--- src/rtl/prog_cntr_seq_pkg.sv ---
// Shared definitions for the program-counter sequencer: op-code encodings
// used by the next-pc decode and by anything upstream that drives op.
package prog_cntr_seq_pkg;

    localparam int OP_W = 3;

    localparam logic [OP_W-1:0] OP_INC    = 3'd0;
    localparam logic [OP_W-1:0] OP_JUMP   = 3'd1;
    localparam logic [OP_W-1:0] OP_BRANCH = 3'd2;
    localparam logic [OP_W-1:0] OP_CALL   = 3'd3;
    localparam logic [OP_W-1:0] OP_RET    = 3'd4;

    // True for the five defined op codes; 5..7 are illegal.
    function automatic logic op_is_legal(input logic [OP_W-1:0] op_in);
        return (op_in <= OP_RET);
    endfunction

endpackage

--- src/rtl/prog_cntr_seq_ret_stack.sv ---
// Return-address LIFO. A push when full or a pop when empty is silently
// refused here; the caller decides what fault to raise. Top, depth, full and
// empty are combinational from the registers so they show post-edge state.
module ret_stack
    import prog_cntr_seq_pkg::*;
#(
    parameter int WIDTH = 16,
    parameter int DEPTH = 4
) (
    input  logic                         clk,
    input  logic                         rst,
    input  logic                         i_push,
    input  logic                         i_pop,
    input  logic [WIDTH-1:0]             i_data,
    output logic [WIDTH-1:0]             o_top,
    output logic [$clog2(DEPTH+1)-1:0]   o_depth,
    output logic                         o_full,
    output logic                         o_empty
);

    localparam int DW = $clog2(DEPTH + 1);
    localparam int IW = (DEPTH > 1) ? $clog2(DEPTH) : 1;

    logic [WIDTH-1:0] r_mem [DEPTH];
    logic [DW-1:0]    r_cnt;

    logic          w_full;
    logic          w_empty;
    logic          w_do_push;
    logic          w_do_pop;
    logic [IW-1:0] w_wr_idx;
    logic [IW-1:0] w_rd_idx;

    assign w_full    = (r_cnt == DW'(DEPTH));
    assign w_empty   = (r_cnt == '0);
    // Push wins if both are requested; the top level never asks for both.
    assign w_do_push = i_push && !w_full;
    assign w_do_pop  = i_pop && !i_push && !w_empty;
    // Next free slot equals the count; it always fits IW bits when not full.
    assign w_wr_idx  = r_cnt[IW-1:0];
    assign w_rd_idx  = IW'(r_cnt - 1'b1);

    // Entry storage: all entries zeroed on reset, one slot written per push.
    always_ff @(posedge clk) begin
        if (rst) begin
            for (int i = 0; i < DEPTH; i++) begin
                r_mem[i] <= '0;
            end
        end else if (w_do_push) begin
            r_mem[w_wr_idx] <= i_data;
        end
    end

    // Occupancy counter.
    always_ff @(posedge clk) begin
        if (rst) begin
            r_cnt <= '0;
        end else if (w_do_push) begin
            r_cnt <= r_cnt + 1'b1;
        end else if (w_do_pop) begin
            r_cnt <= r_cnt - 1'b1;
        end
    end

    assign o_top   = w_empty ? '0 : r_mem[w_rd_idx];
    assign o_depth = r_cnt;
    assign o_full  = w_full;
    assign o_empty = w_empty;

endmodule

--- src/rtl/prog_cntr_seq.sv ---
// Program-counter sequencer for the fetch stage. Holds the fetch address,
// selects the next one from step/jump/branch/call/return, keeps a return
// stack and sticky fault flags for stack misuse and illegal op codes.
module prog_cntr_seq
    import prog_cntr_seq_pkg::*;
#(
    parameter int               WIDTH      = 16,
    parameter int               STEP       = 1,
    parameter logic [WIDTH-1:0] RESET_ADDR = '0,
    parameter int               DEPTH      = 4
) (
    input  logic                        clk,
    input  logic                        rst,
    input  logic                        en,
    input  logic [2:0]                  op,
    input  logic [WIDTH-1:0]            target,
    input  logic [WIDTH-1:0]            offset,
    output logic [WIDTH-1:0]            pc,
    output logic [WIDTH-1:0]            ret_top,
    output logic [$clog2(DEPTH+1)-1:0]  depth,
    output logic                        stk_full,
    output logic                        stk_empty,
    output logic                        err_ovf,
    output logic                        err_unf,
    output logic                        err_ill
);

    logic [WIDTH-1:0] r_pc;
    logic             r_err_ovf;
    logic             r_err_unf;
    logic             r_err_ill;

    logic [WIDTH-1:0] w_pc_step;
    logic [WIDTH-1:0] w_pc_branch;
    logic [WIDTH-1:0] w_pc_next;
    logic [WIDTH-1:0] w_top;
    logic             w_full;
    logic             w_empty;
    logic             w_push;
    logic             w_pop;
    logic             w_set_ovf;
    logic             w_set_unf;
    logic             w_set_ill;

    // Both adders wrap modulo 2^WIDTH; carries are dropped by truncation.
    // Branch offset is relative to the current pc, not the stepped one.
    assign w_pc_step   = r_pc + WIDTH'(STEP);
    assign w_pc_branch = r_pc + offset;

    ret_stack #(
        .WIDTH (WIDTH),
        .DEPTH (DEPTH)
    ) u_ret_stack (
        .clk     (clk),
        .rst     (rst),
        .i_push  (w_push),
        .i_pop   (w_pop),
        .i_data  (w_pc_step),
        .o_top   (w_top),
        .o_depth (depth),
        .o_full  (w_full),
        .o_empty (w_empty)
    );

    // Op decode: next pc, stack requests and fault strobes; stall holds all.
    always_comb begin
        w_pc_next = r_pc;
        w_push    = 1'b0;
        w_pop     = 1'b0;
        w_set_ovf = 1'b0;
        w_set_unf = 1'b0;
        w_set_ill = 1'b0;
        if (en && !rst) begin
            case (op)
                OP_INC:    w_pc_next = w_pc_step;
                OP_JUMP:   w_pc_next = target;
                OP_BRANCH: w_pc_next = w_pc_branch;
                OP_CALL: begin
                    if (w_full) begin
                        w_set_ovf = 1'b1;
                    end else begin
                        w_push    = 1'b1;
                        w_pc_next = target;
                    end
                end
                OP_RET: begin
                    if (w_empty) begin
                        w_set_unf = 1'b1;
                    end else begin
                        w_pop     = 1'b1;
                        w_pc_next = w_top;
                    end
                end
                default:   w_set_ill = !op_is_legal(op);
            endcase
        end
    end

    // Fetch address register and sticky fault flags; only reset clears faults.
    always_ff @(posedge clk) begin
        if (rst) begin
            r_pc      <= RESET_ADDR;
            r_err_ovf <= 1'b0;
            r_err_unf <= 1'b0;
            r_err_ill <= 1'b0;
        end else if (en) begin
            r_pc      <= w_pc_next;
            r_err_ovf <= r_err_ovf | w_set_ovf;
            r_err_unf <= r_err_unf | w_set_unf;
            r_err_ill <= r_err_ill | w_set_ill;
        end
    end

    assign pc        = r_pc;
    assign ret_top   = w_top;
    assign stk_full  = w_full;
    assign stk_empty = w_empty;
    assign err_ovf   = r_err_ovf;
    assign err_unf   = r_err_unf;
    assign err_ill   = r_err_ill;

endmodule
--- config.mk ---
export PLATFORM = sky130hd
export DESIGN_NAME = prog_cntr_seq
export DESIGN_NICKNAME = d
export VERILOG_FILES = /design/src/rtl/prog_cntr_seq_pkg.sv /design/src/rtl/prog_cntr_seq_ret_stack.sv /design/src/rtl/prog_cntr_seq.sv
export SDC_FILE = /design/constraint.sdc
export NUM_CORES = 1
export LEC_CHECK = 0
export ABC_AREA = 1
export BUFFER_PORTS_ARGS = -buffer_cell sky130_fd_sc_hd__buf_2
export CORE_MARGIN = 2
export CORE_UTILIZATION = 30
export DETAILED_ROUTE_END_ITERATION = 8
export PLACE_DENSITY_LB_ADDON = 0.2
export SYNTH_ARGS = -nofsm -noshare
export SYNTH_HDL_FRONTEND = slang
export SYNTH_SLANG_ARGS = --single-unit
--- constraint.sdc ---
create_clock -name clk -period 5.9 [get_ports clk]
set_input_delay 0.885 -clock clk [delete_from_list [all_inputs] [get_ports clk]]
set_output_delay 0.885 -clock clk [all_outputs]
set_load 0.01 [all_outputs]
# Word level (Yosys, flattened, before mapping)
# Memories as Yosys holds them, arrays and structs flattened.
# Cells that the tools add are included.
# totals
output_inout_bits,40
input_bits,38
ff_bits,22
ram_bits,64
n_memories,1
# memory_table
memory,depth,word_bits,rd,rd_ports_with_merged_regs,write_ports,line_no,source
u_ret_stack.r_mem,4,16,1,0,4,prog_cntr_seq_ret_stack.sv:24,logic [WIDTH-1:0] r_mem [DEPTH];
# op_classes
addsub,4
eq_ne,7
n_reduce_logical,16
order_cmp,1
muxes,28
bitwise_logic,3
# ops
op,count
$pmux W16 S5,1
$mux W16,4
$mux W1,20
$add A16 B1 Y16 const B,1
$add A16 B16 Y16,1
$reduce_or A16 Y1,1
$eq A3 B2 Y1 const B,2
$eq A3 B3 Y1 const B,2
$logic_not A3 Y1,2
$mux W3,2
$logic_not A1 Y1,5
$reduce_and A5 Y1,1
$reduce_bool A5 Y1,1
$reduce_or A5 Y1,1
$logic_and A1 B1 Y1,4
$ne A2 B2 Y1 const B,2
$add A3 B1 Y3 const B,1
$eq A3 B1 Y1 const B,1
$le A3 B3 Y1 const B,1
$or A1 B1 Y1,3
$sub A3 B1 Y3 const B,1
$mux W2,1
$reduce_bool A2 Y1,1

# Longest topological paths before layout
# Gate-level depths: netlist of run 1.
# depth
ltp_word,10
depth_mapped,13
mapped_depth_nobuf,13

# Cells and area by module
# From an unflattened synthesis of run 1, not the netlist that was laid out.
# hier_totals
cells_unflattened,772
hier_area_um2,5615.4
# modules_own_cells
mod,cells_each,seq_area_each_um2,n_inst,area_per_inst_um2
ret_stack,330,1981.9,1,3169.3
prog_cntr_seq,442,380.4,1,2446.1

# Least setup slack after synthesis of run 1
# Ideal clock, no wire load.
# synth_timing
path_kind,input-to-reg
start,input rst
end,memory u_ret_stack.r_mem[3][0] (enable)
path_slack_ps,2654
n_path_buf,2
stages,7
arrival_ps,2832
cell_sequence,buf_2 -> inv_2 -> nand2_2 -> inv_2 -> nand3_2 -> buf_4 -> a211oi_1
# synth_lines
item,line_no,source
from (decl),prog_cntr_seq.sv:13,"input logic rst,"
to (decl),prog_cntr_seq_ret_stack.sv:24,

# Worst setup path in the final report of run 1
# layout_timing
start,register u_ret_stack.r_cnt[0] (netlist: u_ret_stack.o_depth[0])
end,output ret_top[10]
# layout_between
elab_chain_len,3
# layout_rtl
item,line_no,source
from (decl),prog_cntr_seq_ret_stack.sv:25,logic [DW-1:0] r_cnt;
from (signal assigned),prog_cntr_seq_ret_stack.sv:59,r_cnt <= r_cnt + 1'b1;
from (signal assigned),prog_cntr_seq_ret_stack.sv:61,r_cnt <= r_cnt - 1'b1;
$sub A3 B1 Y3,prog_cntr_seq_ret_stack.sv:41,assign w_rd_idx = IW'(r_cnt - 1'b1);
$mem_v2 Z4 W16,n/a,
$mux W16 (*),prog_cntr_seq_ret_stack.sv:65,assign o_top = w_empty ? '0 : r_mem[w_rd_idx];
to (decl),prog_cntr_seq.sv:19,"output logic [WIDTH-1:0] ret_top,"
# Mark *: on every way between the ends. The rest lies on a longest branch, timed or not.

==> results of run 1 <==
==> report_power, final <==
group | leakage [µW] | internal, µW | switching, µW
logic | 0.00182 | 67.6 | 133
clock network | 0.000165 | 373 | 234
registers | 0.000840 | 671 | 17.3
total | 0.00282 | 1110 | 385
==> registers in the layout, indices dropped and copies added, names as in the netlist <==
register,count
u_ret_stack.r_mem,64
u_ret_stack.o_depth,3
pc,16
err_unf,1
err_ovf,1
err_ill,1
==> layer usage <==
layer  vias to the layer above  part of all wire, %  track usage (%)
met5                         -                    0                0
met2                        92                   49            30.01
met1                      2311                   47            23.77
met3                        11                  3.2            1.824
li1                       2547                    -                -
met4                         0                 0.92            4.359
==> how the worst max path moves through the flow <==
| stage | to | from | cells past startpoint | slack (ns) |
|---|---|---|---|---|
| after global routing | ret_top[10] | u_ret_stack.o_depth[0]$_SDFFE_PP0P_ | 8 | 2.00 |
| after detailed placement | u_ret_stack.r_mem[2][13]$_SDFFCE_PN0P_ | rst | 8 | 2.29 |
| final | ret_top[10] | u_ret_stack.o_depth[0]$_SDFFE_PP0P_ | 8 | 2.24 |
| after global placement | u_ret_stack.r_mem[0][15]$_SDFFCE_PN0P_ | rst | 8 | 2.32 |
| after CTS | ret_top[0] | u_ret_stack.o_depth[0]$_SDFFE_PP0P_ | 8 | 2.18 |
| after floorplan | u_ret_stack.r_mem[3][0]$_DFFE_PP_ | rst | 7 | 2.65 |
==> metrics by stage <==
step                      hold slack (ns)  worst slack (ns)
after floorplan                    0.4928             2.654
after global placement             0.4642             2.321
after detailed placement           0.4612             2.290
after CTS                          0.4775             2.177
after global routing               0.5183             1.998
final                              0.4790             2.241
==> cells in the mapped netlist (3+ instances only) <==
master / count
o22a_1: 10
and2_1: 3
clkbuf_1: 6
o21ai_1: 7
xnor2_1: 3
ha_1: 19
nand3b_1: 3
or2_2: 6
dfxtp_1: 22
buf_2: 16
nand2_2: 7
nand3_2: 4
nor2_1: 131
xor2_1: 7
buf_4: 3
o21a_1: 9
nor2_2: 5
nor3_1: 7
nand2_1: 171
a21oi_1: 42
edfxtp_1: 64
nand3_1: 40
inv_2: 10
inv_1: 79
o21ai_0: 42
nand4_1: 6
==> cell usage in the layout (no fill, tap or decap), drive strengths merged, types with 13 or more instances in the layout <==
| master | n |
|---|---|
| nand3 | 44 |
| nor2 | 136 |
| clkbuf | 13 |
| edfxtp | 64 |
| nand2 | 178 |
| dfxtp | 22 |
| a21oi | 44 |
| inv | 90 |
| o21ai | 49 |
| buf | 80 |
| ha | 19 |
==> worst max-delay path, stage by stage, from the launching register on <==
cell     delay [ns]
dfxtp_1        0.31
inv_1          0.04
buf_4          0.32
ha_1           0.53
inv_1          0.50
o21ai_0        0.22
o22a_1         0.25
nor2_1         0.11
buf_2          0.14
==> kinds of logic after synthesis <==
kind of cell,count (synthesis),synth area share [%]
flops,86,42.89
simple gates,387,29.92
xor+xnor,10,1.590
fa+ha+maj,20,4.680
compound gates,120,12.52
buf+inv,115,8.405
==> area by class of cell <==
class	count	area share (%)
Clock buffer	13	4.899
Tap cell	229	4.470
Multi-Input combinational cell	537	41.93
Inverter	89	5.212
Sequential cell	86	36.85
Timing Repair Buffer	80	6.363
Clock inverter	3	0.2733
==> results.yml, run 1 <==
run_status:
  outcome: "finished, final reports clean"
cts:
  clk-insertion-delay-late_ns: 0.34
  cts_buffers: 9
  cts_tree: "built"
  clkSinkCount: 86
  postCtsHoldBufs: 0
  clk_pin_slew_worst_paths_ns: 0.06
  cts_max_level: 3
  cts_setup_buffers: 0
  cts_root_buffer: "clkbuf_16"
  clock_path_buffers: 2
  cts_resized: 0
synthesis:
  syn_area_per_cell_um2: 7.463
  syn-num-nets: 796
  ys_types: 39
  synth_cells: 738
  yosys_warnings: 0
  synth_area_um2: 5508
  synth_top_cell_by_area: "edfxtp_1"
  synthFlopType: "edfxtp_1"
  synth_seq_cells: 86
  async_reset_ff_share_pct: 0
  synth_top_area_share_pct: 34.89
  synth-edff-count: 64
  yosysSeqAreaShare_pct: 42.89
  synth_area_leaders: "edfxtp_1, nand2_1, nor2_1"
cells_and_area:
  fillCellCount: 1921
  final_cell_count_no_fill: 1037
  fin_util_pct: 35.68
  multi_input_area_um2: 2688
  drive_gt1_share_pct: 16.46
  final_cell_area_um2: 6410
  register_area_um2: 2362
  n_antenna_cell: 0
  area_growth_pct: 16.38
  nets: 861
pwr:
  p_leak_uw: 0.002824
  vdd_drop_max_uv: 164.4
  power_uw: 1497
  power.density_nw_per_um2: 233.5
detailed_routing:
  via_per_inst: 4.784
  vias: 4961
  drt-wirelength-per-cell_um: 16.24
  firstDrtPassIters: 5
  drt-initial-drc-count: 435
  wirelength_um: 16840
  antenna_left: 0
  drc: 0
worst_hold_path:
  holdCritStartpoint: "err_unf$_SDFFE_PP0P_"
  hp-class: "reg -> reg"
  whs_path_depth: 2
  hold_end: "err_unf$_SDFFE_PP0P_"
worst_setup_path:
  r2r_start: "u_ret_stack.o_depth[0]$_SDFFE_PP0P_"
  cp-end-kind: "primary output"
  startpoint_type: "flip-flop"
  required_ns: 5.02
  reg2reg_to: "u_ret_stack.r_mem[0][4]$_SDFFCE_PN0P_"
  criticalPathCategory: "reg -> out"
  rrSetupSlack_ns: 2.88
  cp.arrival_ns: 2.77
  crit_fanout: 34
  rr_worst_depth: 8
timing:
  max_slew_margin_pct: 52.79
  fin_worst_skew_ns: 0.01093
  hold_violations: 0
  final-setup-viol-count: 0
  period_share_pct: 62.01
  period_needed_ns: 3.659
  worst_pin_slew_ns: 0.7064
  rsz0062_at_grt: "no"
  finalMaxSlewViolations: 0
  fin_tns_setup_ns: 0
  fmax_mhz: 273.3
grt:
  antenna_found_initial: 0
  grt_first_pass_wirelength_um: 26450
  grt_max_degree: 40
  grt_pass1_vias: 4689
  grt-ovfl-total: 0
  grt_usage_pct: 17.52
die:
  core.rowCount: 49
  fp.dieH_um: 139.5
  io_pins: 78
  start_util_pct: 30.66
  dieArea_um2: 19460
  coreArea_um2: 17960
  die_w_um: 139.5
placed_design:
  gp_congestion: 0.7962
  portBuffers: 77
  placed_area_um2: 6078
  hpwl_um: 12830
  placedCellCount: 1021
run:
  timing.max_cap.violations: 0
(Power assumes the default switching activity.)
==> run 2, diff against run 1 <==
==> constraint.sdc (replaced) <==
create_clock -name clk -period 3.8 [get_ports clk]
set_input_delay 0.57 -clock clk [delete_from_list [all_inputs] [get_ports clk]]
set_output_delay 0.57 -clock clk [all_outputs]
set_load 0.01 [all_outputs]
==> run 2 against run 1 <==
Against the previous run: clock skew fell by 0.0042 ns; sequential power rose by 56%; critical path depth did not move; die area did not move; wire length rose by 0.29%; highest routed layer unchanged; first-iteration DRC count fell by 31%; worst hold slack barely moved; count of clock-buffer cells in the layout fell by 4; core utilization fell by 0.10 points; combinational power rose by 57%.
==> results.yml, run 2 (synthesized netlist as in run 1, its figures left out) <==
cells_and_area:
  layout_commonest_cell: "nand2_1"
  largest_reg_flops: 64
  area_growth_pct: 16.04
  n_antenna_cell: 0
  top_register: "u_ret_stack.r_mem"
  drive_gt1_share_pct: 16.77
  final_cell_mix: "nand2_1, nor2_1, inv_1"
  nets: 864
timing:
  hold_slack_ns: 0.4789
  finalMaxSlewViolations: 0
  fin_worst_skew_ns: 0.006708
  fmax_mhz: 317.1
  fin_tns_setup_ns: 0
  worst_pin_slew_ns: 0.8921
  final-setup-viol-count: 0
  hold_violations: 0
  rsz0062_at_grt: "no"
  setup_slack_ns: 0.6460
  period_share_pct: 83.00
  period_needed_ns: 3.154
  max_slew_margin_pct: 40.38
detailed_routing:
  drt-wirelength-per-cell_um: 16.24
  vias: 4993
  drc: 0
  drt-initial-drc-count: 300
  via_per_inst: 4.801
  antenna_left: 0
  firstDrtPassIters: 5
  wirelength_um: 16890
worst_setup_path:
  cp_cell_sequence: "inv_1, ha_1, buf_4, inv_1, o21ai_0, o22a_1, nor2_1, buf_2"
  criticalPathCategory: "reg -> out"
  cp.buffers_inverters: 4
  cpPeakStageDelay_ns: 0.47
  startpoint_type: "flip-flop"
  required_ns: 3.23
  worstSetupStartpoint: "u_ret_stack.o_depth[1]$_SDFFE_PP0P_"
  slowest_stage: "dfxtp_1"
  cp.arrival_ns: 2.58
  path_delay_family: "buffers and inverters"
  cpMostUsedCell: "inv_1"
  r2r_start: "u_ret_stack.o_depth[1]$_SDFFE_PP0P_"
  crit_fanout: 17
  cp-end-kind: "primary output"
grt:
  busiest_layer: "met2"
  grt_usage_pct: 17.64
  grt_max_degree: 40
  antenna_found_initial: 0
  grt-ovfl-total: 0
  grt_first_pass_wirelength_um: 26880
  grt_util_met3_pct: 1.342
  grt_use_met1_pct: 23.41
  grt_use_met2_pct: 30.11
  grt_pass1_vias: 4967
pwr:
  vdd_drop_max_uv: 239.0
  power.density_nw_per_um2: 353.6
  p_leak_uw: 0.002816
placed_design:
  gp_congestion: 0.8535
  hpwl_um: 12400
  dp_slack_ns: 0.7872
  portBuffers: 77
cts:
  cts_setup_buffers: 0
  clock_path_buffers: 2
  postCtsHoldBufs: 0
  clkSinkCount: 86
  cts_tree: "built"
  clk_pin_slew_worst_paths_ns: 0.06
  cts_buffers: 9
  cts_root_buffer: "clkbuf_16"
  cts_max_level: 3
  clk-insertion-delay-late_ns: 0.34
  cts_resized: 0
run:
  timing.max_cap.violations: 0
run_status:
  outcome: "finished, final reports clean"
die:
  dieArea_um2: 19460
  core.rowCount: 49
  start_util_pct: 30.66
  fp.dieH_um: 139.5
  coreArea_um2: 17960
  io_pins: 78
  die_w_um: 139.5
worst_hold_path:
  holdCritStartpoint: "err_ill$_SDFFE_PP0P_"
  hp-class: "reg -> reg"
[run 2: cell count changes in the layout (fill, tap and decap cells not counted), sizes merged]
cell | before | now
clkbuf | 13 | 9
inv | 90 | 89
clkinv | 2 | 5
clkinvlp | 0 | 1
bufinv | 0 | 1
buf | 80 | 83
[run 2: through the flow]
stage	std cells	power (µW)	utilization, %	instance area [µm²]
2_1_floorplan	738	1286	-	5508
3_3_place_gp	1024	1405	33.96	6101
3_5_place_dp	1024	1404	33.96	6101
4_1_cts	1040	2271	35.58	6391
5_1_grt	1040	2339	35.58	6391
6_report	1040	2260	35.58	6391
[run 2: final cells by class]
cell class,count,area [µm²]
clock buffer,9,225.2
clock inverter,7,65.06
fill,1959,11570
inverter,89,334.1
multi-input combinational,537,2688
sequential,86,2362
tap,229,286.5
timing repair buffer,83,430.4
[run 2: worst min-delay path, stage by stage, from the launching register on]
cell and delay (ns):
dfxtp_1 0.33, nand2_1 0.05, o21ai_0 0.06
[run 2: final timing paths]
path                                             to  cells past startpoint  slack, ns
max                                      ret_top[5]                      8       0.65
min reg2reg                    err_ill$_SDFFE_PP0P_                      2       0.48
max reg2reg  u_ret_stack.r_mem[2][10]$_SDFFCE_PN0P_                      7       1.19
min                            err_ill$_SDFFE_PP0P_                      2       0.48
[run 2: layer usage]
metal,up-vias,part of all wire (%)
li1,2550,-
met1,2319,46
met2,105,49
met3,19,3.7
met4,0,1.9
met5,-,0
[run 2: report_power, final]
group	switching, µW	total [µW]	internal [µW]
registers	23.4	1070	1040
logic	211	316	105
clock network	374	879	505
total	608	2260	1650
